### src/rtl/start_screen_ctrl.sv
// Start-screen overlay sequencer: coin credits, blinking text, launch countdown
// and hand-over to the game core. All timing is counted in startOfFrame pulses.
module start_screen_ctrl #(
  parameter int unsigned BLINK_FRAMES  = 30,
  parameter int unsigned LAUNCH_FRAMES = 60,
  parameter int unsigned MAX_CREDITS   = 9
) (
  input  logic       clk,
  input  logic       resetN,
  input  logic       startOfFrame,
  input  logic       coinKey,
  input  logic       startKey,
  input  logic       gameOver,
  output logic       standBy,
  output logic       startScreenEn,
  output logic       gameStart,
  output logic [3:0] credits
);

  localparam int unsigned CNT_W  = 8;
  localparam int unsigned CRED_W = 4;

  localparam logic [1:0] ST_ATTRACT = 2'd0;
  localparam logic [1:0] ST_READY   = 2'd1;
  localparam logic [1:0] ST_LAUNCH  = 2'd2;
  localparam logic [1:0] ST_PLAYING = 2'd3;

  localparam logic [CNT_W-1:0]  BLINK_LAST  = CNT_W'(BLINK_FRAMES - 1);
  localparam logic [CNT_W-1:0]  LAUNCH_LAST = CNT_W'(LAUNCH_FRAMES - 1);
  localparam logic [CRED_W-1:0] CRED_MAX    = CRED_W'(MAX_CREDITS);

  logic [1:0]        state, state_nxt;
  logic [CNT_W-1:0]  frame_cnt, cnt_nxt;
  logic [CRED_W-1:0] credits_nxt;
  logic              standby_nxt, en_nxt, gs_nxt;
  logic              coin_d, start_d;
  logic              coin_e, start_e, accept;

  assign coin_e  = coinKey & ~coin_d;
  assign start_e = startKey & ~start_d;
  assign accept  = start_e && (state == ST_READY);

  // Credit bookkeeping; a coin and an accepted start cancel out.
  always_comb begin
    credits_nxt = credits;
    if (coin_e && !accept) begin
      if (credits < CRED_MAX)
        credits_nxt = credits + CRED_W'(1);
    end else if (accept && !coin_e) begin
      credits_nxt = credits - CRED_W'(1);
    end
  end

  // Next state, blink phase, frame counter and overlay controls.
  always_comb begin
    state_nxt   = state;
    cnt_nxt     = frame_cnt;
    standby_nxt = standBy;
    en_nxt      = startScreenEn;
    gs_nxt      = 1'b0;
    case (state)
      ST_ATTRACT, ST_READY: begin
        en_nxt = 1'b1;
        if (startOfFrame) begin
          if (frame_cnt == BLINK_LAST) begin
            standby_nxt = ~standBy;
            cnt_nxt     = '0;
          end else begin
            cnt_nxt = frame_cnt + CNT_W'(1);
          end
        end
        if (state == ST_ATTRACT) begin
          if (credits_nxt != '0)
            state_nxt = ST_READY;
        end else if (accept) begin
          state_nxt   = ST_LAUNCH;
          standby_nxt = 1'b1;
        end
      end
      ST_LAUNCH: begin
        standby_nxt = 1'b1;
        en_nxt      = 1'b1;
        if (startOfFrame) begin
          if (frame_cnt == LAUNCH_LAST) begin
            state_nxt = ST_PLAYING;
            gs_nxt    = 1'b1;
            en_nxt    = 1'b0;
          end else begin
            cnt_nxt = frame_cnt + CNT_W'(1);
          end
        end
      end
      ST_PLAYING: begin
        standby_nxt = 1'b1;
        en_nxt      = 1'b0;
        if (startOfFrame)
          cnt_nxt = frame_cnt + CNT_W'(1);
        if (gameOver) begin
          state_nxt = (credits_nxt != '0) ? ST_READY : ST_ATTRACT;
          en_nxt    = 1'b1;
        end
      end
      default: begin
        state_nxt   = ST_ATTRACT;
        standby_nxt = 1'b1;
        en_nxt      = 1'b1;
      end
    endcase
    // A state change always restarts frame counting from zero.
    if (state_nxt != state)
      cnt_nxt = '0;
  end

  always_ff @(posedge clk) begin
    if (!resetN) begin
      state         <= ST_ATTRACT;
      frame_cnt     <= '0;
      credits       <= '0;
      standBy       <= 1'b1;
      startScreenEn <= 1'b1;
      gameStart     <= 1'b0;
      coin_d        <= 1'b0;
      start_d       <= 1'b0;
    end else begin
      state         <= state_nxt;
      frame_cnt     <= cnt_nxt;
      credits       <= credits_nxt;
      standBy       <= standby_nxt;
      startScreenEn <= en_nxt;
      gameStart     <= gs_nxt;
      coin_d        <= coinKey;
      start_d       <= startKey;
    end
  end

endmodule
### config.mk
export PLATFORM = sky130hd
export DESIGN_NAME = start_screen_ctrl
export DESIGN_NICKNAME = d
export VERILOG_FILES = /design/src/rtl/start_screen_ctrl.sv
export SDC_FILE = /design/constraint.sdc
export NUM_CORES = 1
export LEC_CHECK = 0
export CAP_MARGIN = 0
export CORE_MARGIN = 2
export CORE_UTILIZATION = 50
export CTS_BUF_LIST = sky130_fd_sc_hd__clkbuf_8
export CTS_CLUSTER_SIZE = 16
export DETAILED_ROUTE_END_ITERATION = 10
export PLACE_DENSITY = 0.81
export SKIP_CTS_REPAIR_TIMING = 1
export SYNTH_ARGS = -nofsm -noshare
export SYNTH_HDL_FRONTEND = slang
export SYNTH_SLANG_ARGS = --single-unit
export TNS_END_PERCENT = 20
### constraint.sdc
create_clock -name clk -period 2.46 [get_ports clk]
set_input_delay 0.492 -clock clk [delete_from_list [all_inputs] [get_ports clk]]
set_output_delay 0.492 -clock clk [all_outputs]
set_load 0.03 [all_outputs]
==> impl_metrics.tcl, run 1 <==
set metrics [dict create \
    status "complete, no violations" \
    yosysTopAreaCell "dfxtp_1" \
    hold_class "reg2reg" \
    final_max_slew_viol_count 0 \
    max_freq_mhz 429 \
    grt_pass1_vias 1001 \
    ir_drop_v 0.000429 \
    seqPwrFrac_pct 34.9 \
    place_hpwl_mm 1.87 \
    timing.rr.start "credits[0]" \
    synth-edff-count 0 \
    critPathArrivalTime_ns 2.51 \
    cp_cell_sequence "clkdlybuf4s50_1, buf_4, and4bb_4, or4_1, o311a_1, o31a_4, a211oi_2" \
    min_period_ns 2.33 \
    portBuffers 12 \
    fillers 192 \
    synth_seq_cells 19 \
    cts_tree "done" \
    yosysWarnings 0 \
    cap_violations 0 \
    num_rows 17 \
    final_nets 164 \
    fin_skew_ns 0.000789 \
    crit_buf_inv 2 \
    drt-wirelength-per-cell_um 13.9 \
    min-delay-start "standBy" \
    synth_seq_area_share_pct 33.6 \
    grt.overflow.total 0 \
    clockRootBuffer "clkbuf_8" \
    drt_first_iter_violations 27 \
    cp_slowest_cell "or4_1" \
    cp_top_family "compound AO/OA/AOI/OAI gates" \
    fin_total_pwr_uw 1100 \
    grt_max_degree 12 \
    core_um2 2170 \
    fin_ws_ns 0.129 \
    final_hold_viol_count 0 \
    switching_share_pct 38.7 \
    finalSetupViolCount 0 \
    power_density_nw_per_um2 780 \
    htreeDepth 1 \
    power_leakage_uw 0.000516 \
    syn_nets 139 \
    clk_latency_ns 0.25 \
    clock-sinks 19 \
    synth.cell_area_um2 1130 \
    die_h_um 51.6 \
    crit_fanout 9 \
    ys_async_sr_fraction_pct 0 \
    place_ws_ns -0.186 \
    synth_cell_type_count 42 \
    clkPwrFrac_pct 18.9 \
    drt.antenna.violating_nets 0 \
    setup_tns_ns 0 \
    dp.cells 177 \
    final_layout_size_suffix_gt1_share_pct 18.3 \
    yosys.area.top_type_share_pct 33.6 \
    antenna_found_initial 0 \
    grtUsageTotal_pct 21.5 \
    critPathLaunchType "input port" \
    tightest_slew_ns 0.531 \
    endpoint_kind "register" \
    first_pass_iters 4 \
    grt_pass1_wl_mm 4.31 \
    dieArea_um2 2660 \
    drc_errors 0 \
    path_class "in2reg" \
    cts.path.max_buffers 2 \
    syn_inst 129 \
    power.internal_uw 672 \
    routabilityCongestion 0.819 \
    area_delta_synth_final_pct 24.0 \
    synthFlopType "dfxtp_1" \
    insertedDiodeCount 0 \
    wl_mm 2.52 \
    combPwrFrac_pct 46.3 \
    ios 13 \
    p_sw_uw 424 \
    numCtsBuffers 3 \
    synth_area_leaders "dfxtp_1 34%, a211oi_2 5.5%, ha_1 4.4%, and2_1 3.9%, nand2_1 3.6%" \
    clk_pin_slew_ns 0.06 \
    critPathMaxStageDelay_ns 0.47 \
    final_util_pct 64.7 \
    die_w_um 51.6 \
    startpoint "startKey" \
    routed-via-count 1013 \
    finalCritPeriodShare_pct 94.8 \
    vias_per_cell 5.60 \
    maxSlewHeadroom_pct 64.3 \
    synth.avg_cell_area_um2 8.78 \
    cp.required_ns 2.64 \
    start_util_pct 52.2 \
    final_cells 181 \
]
## synthesized netlist by cell type, drive strengths merged (2+ instances only)
library cell / count
a211oi: 5
a21oi: 8
and2: 7
buf: 3
dfxtp: 19
ha: 4
inv: 7
mux2i: 3
nand2: 11
nand2b: 4
nand3: 3
nand4: 4
nor2: 9
nor3: 2
nor4: 3
o21a: 2
o21ai: 7
o31ai: 2
xnor2: 4
xor2: 3
## worst paths after layout
check,to,slack [ns],depth (start not counted)
worst max register to register,frame_cnt[3],0.26,8
worst min register to register,standBy,0.55,2
worst max-delay path,frame_cnt[3],0.13,7
worst min-delay path,standBy,0.55,2
## cell families after synthesis
logic type / synth area share [%]
compound gates: 21.5
xor+xnor: 5.41
fa+ha+maj: 4.42
buf+inv: 5.30
flops: 33.6
mux: 2.65
simple gates: 27.1
## power by group through the flow
stage | logic, µW | registers [µW] | clock network, µW
2_1_floorplan | 299 | 429 | 0
3_3_place_gp | 457 | 386 | 0
3_5_place_dp | 474 | 388 | 0
4_1_cts | 476 | 381 | 212
5_1_grt | 546 | 388 | 228
6_report | 507 | 382 | 206
## layout make-up
cell class,count,area (µm²),share of cell area [%]
Multi-Input combinational cell,99,707,50.4
Sequential cell,19,380,27.1
Timing Repair Buffer,24,210,15.0
Clock buffer,3,41.3,2.94
Tap cell,28,35.0,2.50
Inverter,7,26.3,1.87
Clock inverter,1,3.75,0.267
## state kept, by name, summed over array words and instances (netlist names)
register	cells
standBy	1
credits	4
state	2
coin_d	1
gameStart	1
frame_cnt	8
startScreenEn	1
start_d	1
## cell usage in the layout (no fill, tap or decap), types with 2 or more instances in the layout
master,Yosys,routed
and2_1,7,7
a21oi_1,8,8
a211oi_2,5,5
xor2_1,3,3
o21a_1,2,2
nor3_1,2,2
nand4_1,4,4
ha_1,4,4
nor4_1,3,2
nand2b_1,4,4
o21ai_0,7,7
buf_4,1,12
nand3_1,3,3
nand2_1,11,11
inv_1,6,7
clkdlybuf4s50_1,0,12
nor2_1,9,9
clkbuf_8,0,3
mux2i_1,3,3
dfxtp_1,19,19
xnor2_1,4,4
## per-layer routing
layer / wire length, µm / track usage, % / part of all wire, %
met1: 1060 / 24.7 / 42
met2: 1330 / 39.3 / 53
met3: 87 / 2.59 / 3.4
met4: 39 / 9.65 / 1.5
met5: 0 / 0 / 0
## through the flow
| step | hold WS (ns) | cell area [µm²] |
|---|---|---|
| global route | 0.602 | 1400 |
| global placement | 0.523 | 1340 |
| finish | 0.546 | 1400 |
| CTS | 0.555 | 1390 |
| floorplan | 0.485 | 1130 |
| detailed placement | 0.535 | 1340 |
## worst register-to-register path: stages, from the launching register on
cell	delay (ns)
dfxtp_1	0.33
inv_1	0.07
ha_1	0.23
nor2b_1	0.13
o21ai_0	0.25
o21ai_0	0.16
o311a_1	0.33
o31a_4	0.40
a211oi_2	0.22
Note: power is estimated with default switching activity, not from simulation.
==> run 2, diff against run 1 <==
Settings changed: CORE_UTILIZATION 50 to 57, PLACE_DENSITY 0.81 to 0.9.
==> impl_metrics.tcl, run 2 (same netlist as run 1, synthesis figures left out) <==
set metrics [dict create \
    num_rows 16 \
    drt-wirelength-per-cell_um 14.3 \
    fin_total_pwr_uw 1090 \
    wl_mm 2.55 \
    die_w_um 48.6 \
    fillers 141 \
    grt.overflow.total 0 \
    largest_reg_flops 8 \
    place_area_um2 1330 \
    numCtsBuffers 3 \
    dp.cells 174 \
    hold_end "startScreenEn" \
    cts.path.max_buffers 2 \
    antenna_found_initial 0 \
    r2r_cells 8 \
    power_density_nw_per_um2 789 \
    crit_fanout 9 \
    rsz0062_at_grt "no" \
    fin_skew_ns 0.00559 \
    cap_violations 0 \
    grt_pass1_vias 988 \
    top_regs "frame_cnt x8, credits x4, state x2" \
    critPathLaunchType "input port" \
    clock-sinks 19 \
    grt_max_degree 13 \
    final_layout_size_suffix_gt1_share_pct 16.6 \
    r2r_setup_slack_ns 0.12 \
    path_class "in2reg" \
    critPathMaxStageDelay_ns 0.47 \
    cp_cell_sequence "clkdlybuf4s50_1, buf_4, and4bb_4, or4_1, o311a_1, o31a_4, a211oi_2" \
    clk_latency_ns 0.26 \
    cts_tree "done" \
    ios 13 \
    max_freq_mhz 420 \
    area_delta_synth_final_pct 22.0 \
    first_pass_iters 5 \
    critPathArrivalTime_ns 2.55 \
    fin_ws_ns 0.0774 \
    ir_drop_v 0.000649 \
    final_cells 178 \
    core_um2 1920 \
    status "complete, no violations" \
    hold_slack_ns 0.520 \
    mostFrequentLayoutCells "19 x dfxtp_1, 12 x clkdlybuf4s50_1, 11 x nand2_1, 10 x buf_4, 9 x nor2_1" \
    hold_class "reg2reg" \
    endpoint_kind "register" \
    drt.antenna.violating_nets 0 \
    hold_depth 1 \
    final_common_cell "dfxtp_1" \
    portBuffers 12 \
    drc_errors 0 \
    largest-register "frame_cnt" \
    clk_pin_slew_ns 0.07 \
    dieArea_um2 2360 \
    timing.rr.start "credits[0]" \
    routabilityCongestion 0.853 \
    routed-via-count 1050 \
    cp_top_family "compound AO/OA/AOI/OAI gates" \
    htreeDepth 1 \
    die_h_um 48.6 \
    crit_buf_inv 2 \
    power_leakage_uw 0.000506 \
    place_ws_ns -0.211 \
    cp.required_ns 2.63 \
    final_nets 162 \
    drt_first_iter_violations 22 \
    start_util_pct 58.9 \
    vias_per_cell 5.90 \
    tightest_slew_ns 0.619 \
    finalCritPeriodShare_pct 96.9 \
    r2r-end "frame_cnt[4]" \
    grtUsageTotal_pct 23.0 \
    min-delay-start "state[1]" \
    place_hpwl_mm 1.90 \
    maxSlewHeadroom_pct 58.3 \
    grt_pass1_wl_mm 4.27 \
    clockRootBuffer "clkbuf_8" \
    finalSetupViolCount 0 \
    min_period_ns 2.38 \
    final_max_slew_viol_count 0 \
    insertedDiodeCount 0 \
    fin_area_um2 1380 \
    final_hold_viol_count 0 \
    cp_slowest_cell "or4_1" \
]
run 2: cell types whose count changed in the layout (fill, tap and decap cells not counted), sizes merged:
| cell | previous run | this run |
|---|---|---|
| buf | 12 | 10 |
run 2: through the flow:
stage	utilization, %	TNS [ns]
4_1_cts	71.4	0
6_report	71.9	0
2_1_floorplan	-	0
5_1_grt	71.9	0
3_5_place_dp	69.1	-1.39
3_3_place_gp	69.1	-0.898
run 2: worst register-to-register path: cells and delay by family, from the launching register on:
family | cells | cell delay, ns
AOI/OAI and AO/OA | 5 | 1.44
DFF | 1 | 0.34
adders and majority gates | 1 | 0.24
and+or+nand+nor | 1 | 0.14
buffers and inverters | 1 | 0.09
run 2: per-layer routing:
layer / up-vias / GRT usage, % / share of wire (%)
met2: 41 / 44.2 / 53
met1: 494 / 25.2 / 40
li1: 506 / - / -
met5: - / 0 / 0
met3: 9 / 3.40 / 4.9
met4: 0 / 9.05 / 2.0
run 2: worst max-delay path by stage:
stage	end	slack (ns)	from	cells after the start
final	frame_cnt[4]	0.08	startKey	7
after global placement	frame_cnt[4]	-0.13	startKey	7
after floorplan	frame_cnt[3]	0.07	credits[0]	9
after CTS	frame_cnt[4]	0.06	startKey	7
after detailed placement	frame_cnt[4]	-0.21	startKey	7
after global routing	frame_cnt[7]	0.03	startKey	7
run 2: area by class of cell:
type | count | area (µm²) | share of cell area, %
repair buffers | 22 | 195 | 14.1
clock buffers | 3 | 41.3 | 2.99
well taps | 27 | 33.8 | 2.45
flip-flops and latches | 19 | 380 | 27.5
multi-input cells | 99 | 701 | 50.7
inverters | 7 | 26.3 | 1.90
clock inverters | 1 | 3.75 | 0.272
run 2: report_power, final:
part           internal (µW)  switching, µW
Sequential               344           43.9
Clock                    111            102
Combinational            209            280
==> run 3, diff against run 2 <==
Settings changed: CORE_MARGIN 2 to not set.
==> impl_metrics.tcl, run 3 (same netlist as run 1, synthesis figures left out) <==
set metrics [dict create \
    status "finished with violations" \
    violations "setup timing" \
    cp_slowest_cell "clkdlybuf4s50_1" \
    grt_pass1_vias 964 \
    die_h_um 46.6 \
    place_ws_ns -0.264 \
    vias_per_cell 6.57 \
    final_cells 178 \
    max_freq_mhz 402 \
    cp.required_ns 2.63 \
    maxSlewHeadroom_pct 69.4 \
    wl_mm 3.36 \
    area_delta_synth_final_pct 25.3 \
    drt-wirelength-per-cell_um 18.8 \
    critPathArrivalTime_ns 2.65 \
    rsz0062_at_grt "yes" \
    place_hpwl_mm 1.95 \
    core_um2 1800 \
    cp_top_family "compound AO/OA/AOI/OAI gates" \
    use_met3_pct 4.31 \
    cp_cell_sequence "clkdlybuf4s50_1, nand4bb_1, buf_6, nor4_4, mux2i_1, o21ai_0, o31a_2, a21oi_1" \
    ir_drop_v 0.000569 \
    busiest_layer "met2" \
    final_nets 164 \
    final_layout_size_suffix_gt1_share_pct 19.0 \
    use_met1_pct 39.9 \
    clk_latency_ns 0.26 \
    grt_pass1_wl_mm 4.45 \
    insertedDiodeCount 0 \
    routabilityCongestion 0.953 \
    numCtsBuffers 3 \
    drt.antenna.violating_nets 0 \
    dieArea_um2 2170 \
    grt_max_degree 12 \
    finalCritPeriodShare_pct 101 \
    drc_errors 0 \
    critPathLaunchType "input port" \
    tightest_slew_ns 0.454 \
    cts.path.max_buffers 2 \
    largest_reg_flops 8 \
    dp.cells 172 \
    fin_area_um2 1420 \
    num_rows 15 \
    grt.overflow.total 0 \
    min_period_ns 2.48 \
    top_regs "frame_cnt x8, credits x4, state x2" \
    multi_input_area_um2 729 \
    power_density_nw_per_um2 829 \
    htreeDepth 1 \
    fin_total_pwr_uw 1180 \
    crit_buf_inv 2 \
    hold_class "reg2reg" \
    register_area_um2 380 \
    power_leakage_uw 0.000516 \
    finalSetupViolCount 6 \
    start_util_pct 62.8 \
    use_met2_pct 45.8 \
    crit_fanout 6 \
    path_class "in2reg" \
    portBuffers 12 \
    clk_pin_slew_ns 0.07 \
    fin_skew_ns 0.00498 \
    endpoint_kind "register" \
    critPathMaxStageDelay_ns 0.48 \
    clockRootBuffer "clkbuf_8" \
    clock-sinks 19 \
    grtUsageTotal_pct 28.9 \
    final_hold_viol_count 0 \
    drt_first_iter_violations 95 \
    fillers 116 \
    mostFrequentLayoutCells "19 x dfxtp_1, 12 x clkdlybuf4s50_1, 11 x nand2_1, 10 x buf_4, 9 x nor2_1" \
    first_pass_iters 5 \
    cap_violations 0 \
    antenna_found_initial 0 \
    cts_tree "done" \
    routed-via-count 1170 \
    die_w_um 46.6 \
    largest-register "frame_cnt" \
    place_area_um2 1330 \
    ios 13 \
    final_common_cell "dfxtp_1" \
    fin_ws_ns -0.0248 \
    final_max_slew_viol_count 0 \
]
run 3: cell types whose count changed in the layout (fill, tap and decap cells not counted):
cell / delta
o21ai_1: +1
o21ai_0: -1
nor4_4: +1
buf_6: +1
nor4_1: -1
o31a_2: +1
a21oi_1: -1
a21oi_2: +1
run 3: cell type report:
class	count	share of cell area, %
multi-input combinational	100	51.4
sequential	19	26.8
timing repair buffer	23	14.6
clock buffer	3	2.91
tap	25	2.20
inverter	7	1.85
clock inverter	1	0.265
run 3: routing by layer:
layer	vias up	share of wire [%]	wire length, µm
met2	101	45	1500
met4	0	7.2	242
met3	32	12	390
met1	523	36	1220
met5	-	0	0
li1	514	-	-
run 3: path summary, 6_finish.rpt:
check	startpoint	endpoint	slack (ns)	cells after the start
max	startKey	frame_cnt[1]	-0.02	8
max reg2reg	state[0]	frame_cnt[1]	0.14	7
min	standBy	standBy	0.53	2
min reg2reg	standBy	standBy	0.53	2
run 3: report_power, final:
part           total [µW]  internal (µW)  switching, µW
Sequential            395            344           51.0
Clock                 217            111            106
Combinational         564            231            334
run 3: per-stage QoR:
step / TNS, ns / utilization (%) / hold slack [ns]
2_1_floorplan: 0 / - / 0.485
3_3_place_gp: -1.00 / 73.5 / 0.490
3_5_place_dp: -1.97 / 73.5 / 0.506
4_1_cts: 0 / 76.0 / 0.535
5_1_grt: -0.494 / 78.8 / 0.560
6_report: -0.0650 / 78.8 / 0.529
run 3: worst reg2reg max path, cell delays in order, from the launching register on:
cell and delay (ns):
dfxtp_1 0.51, nand4bb_1 0.21, buf_6 0.19, nor4_4 0.23, mux2i_1 0.27, o21ai_0 0.21, o31a_2 0.39, a21oi_1 0.21
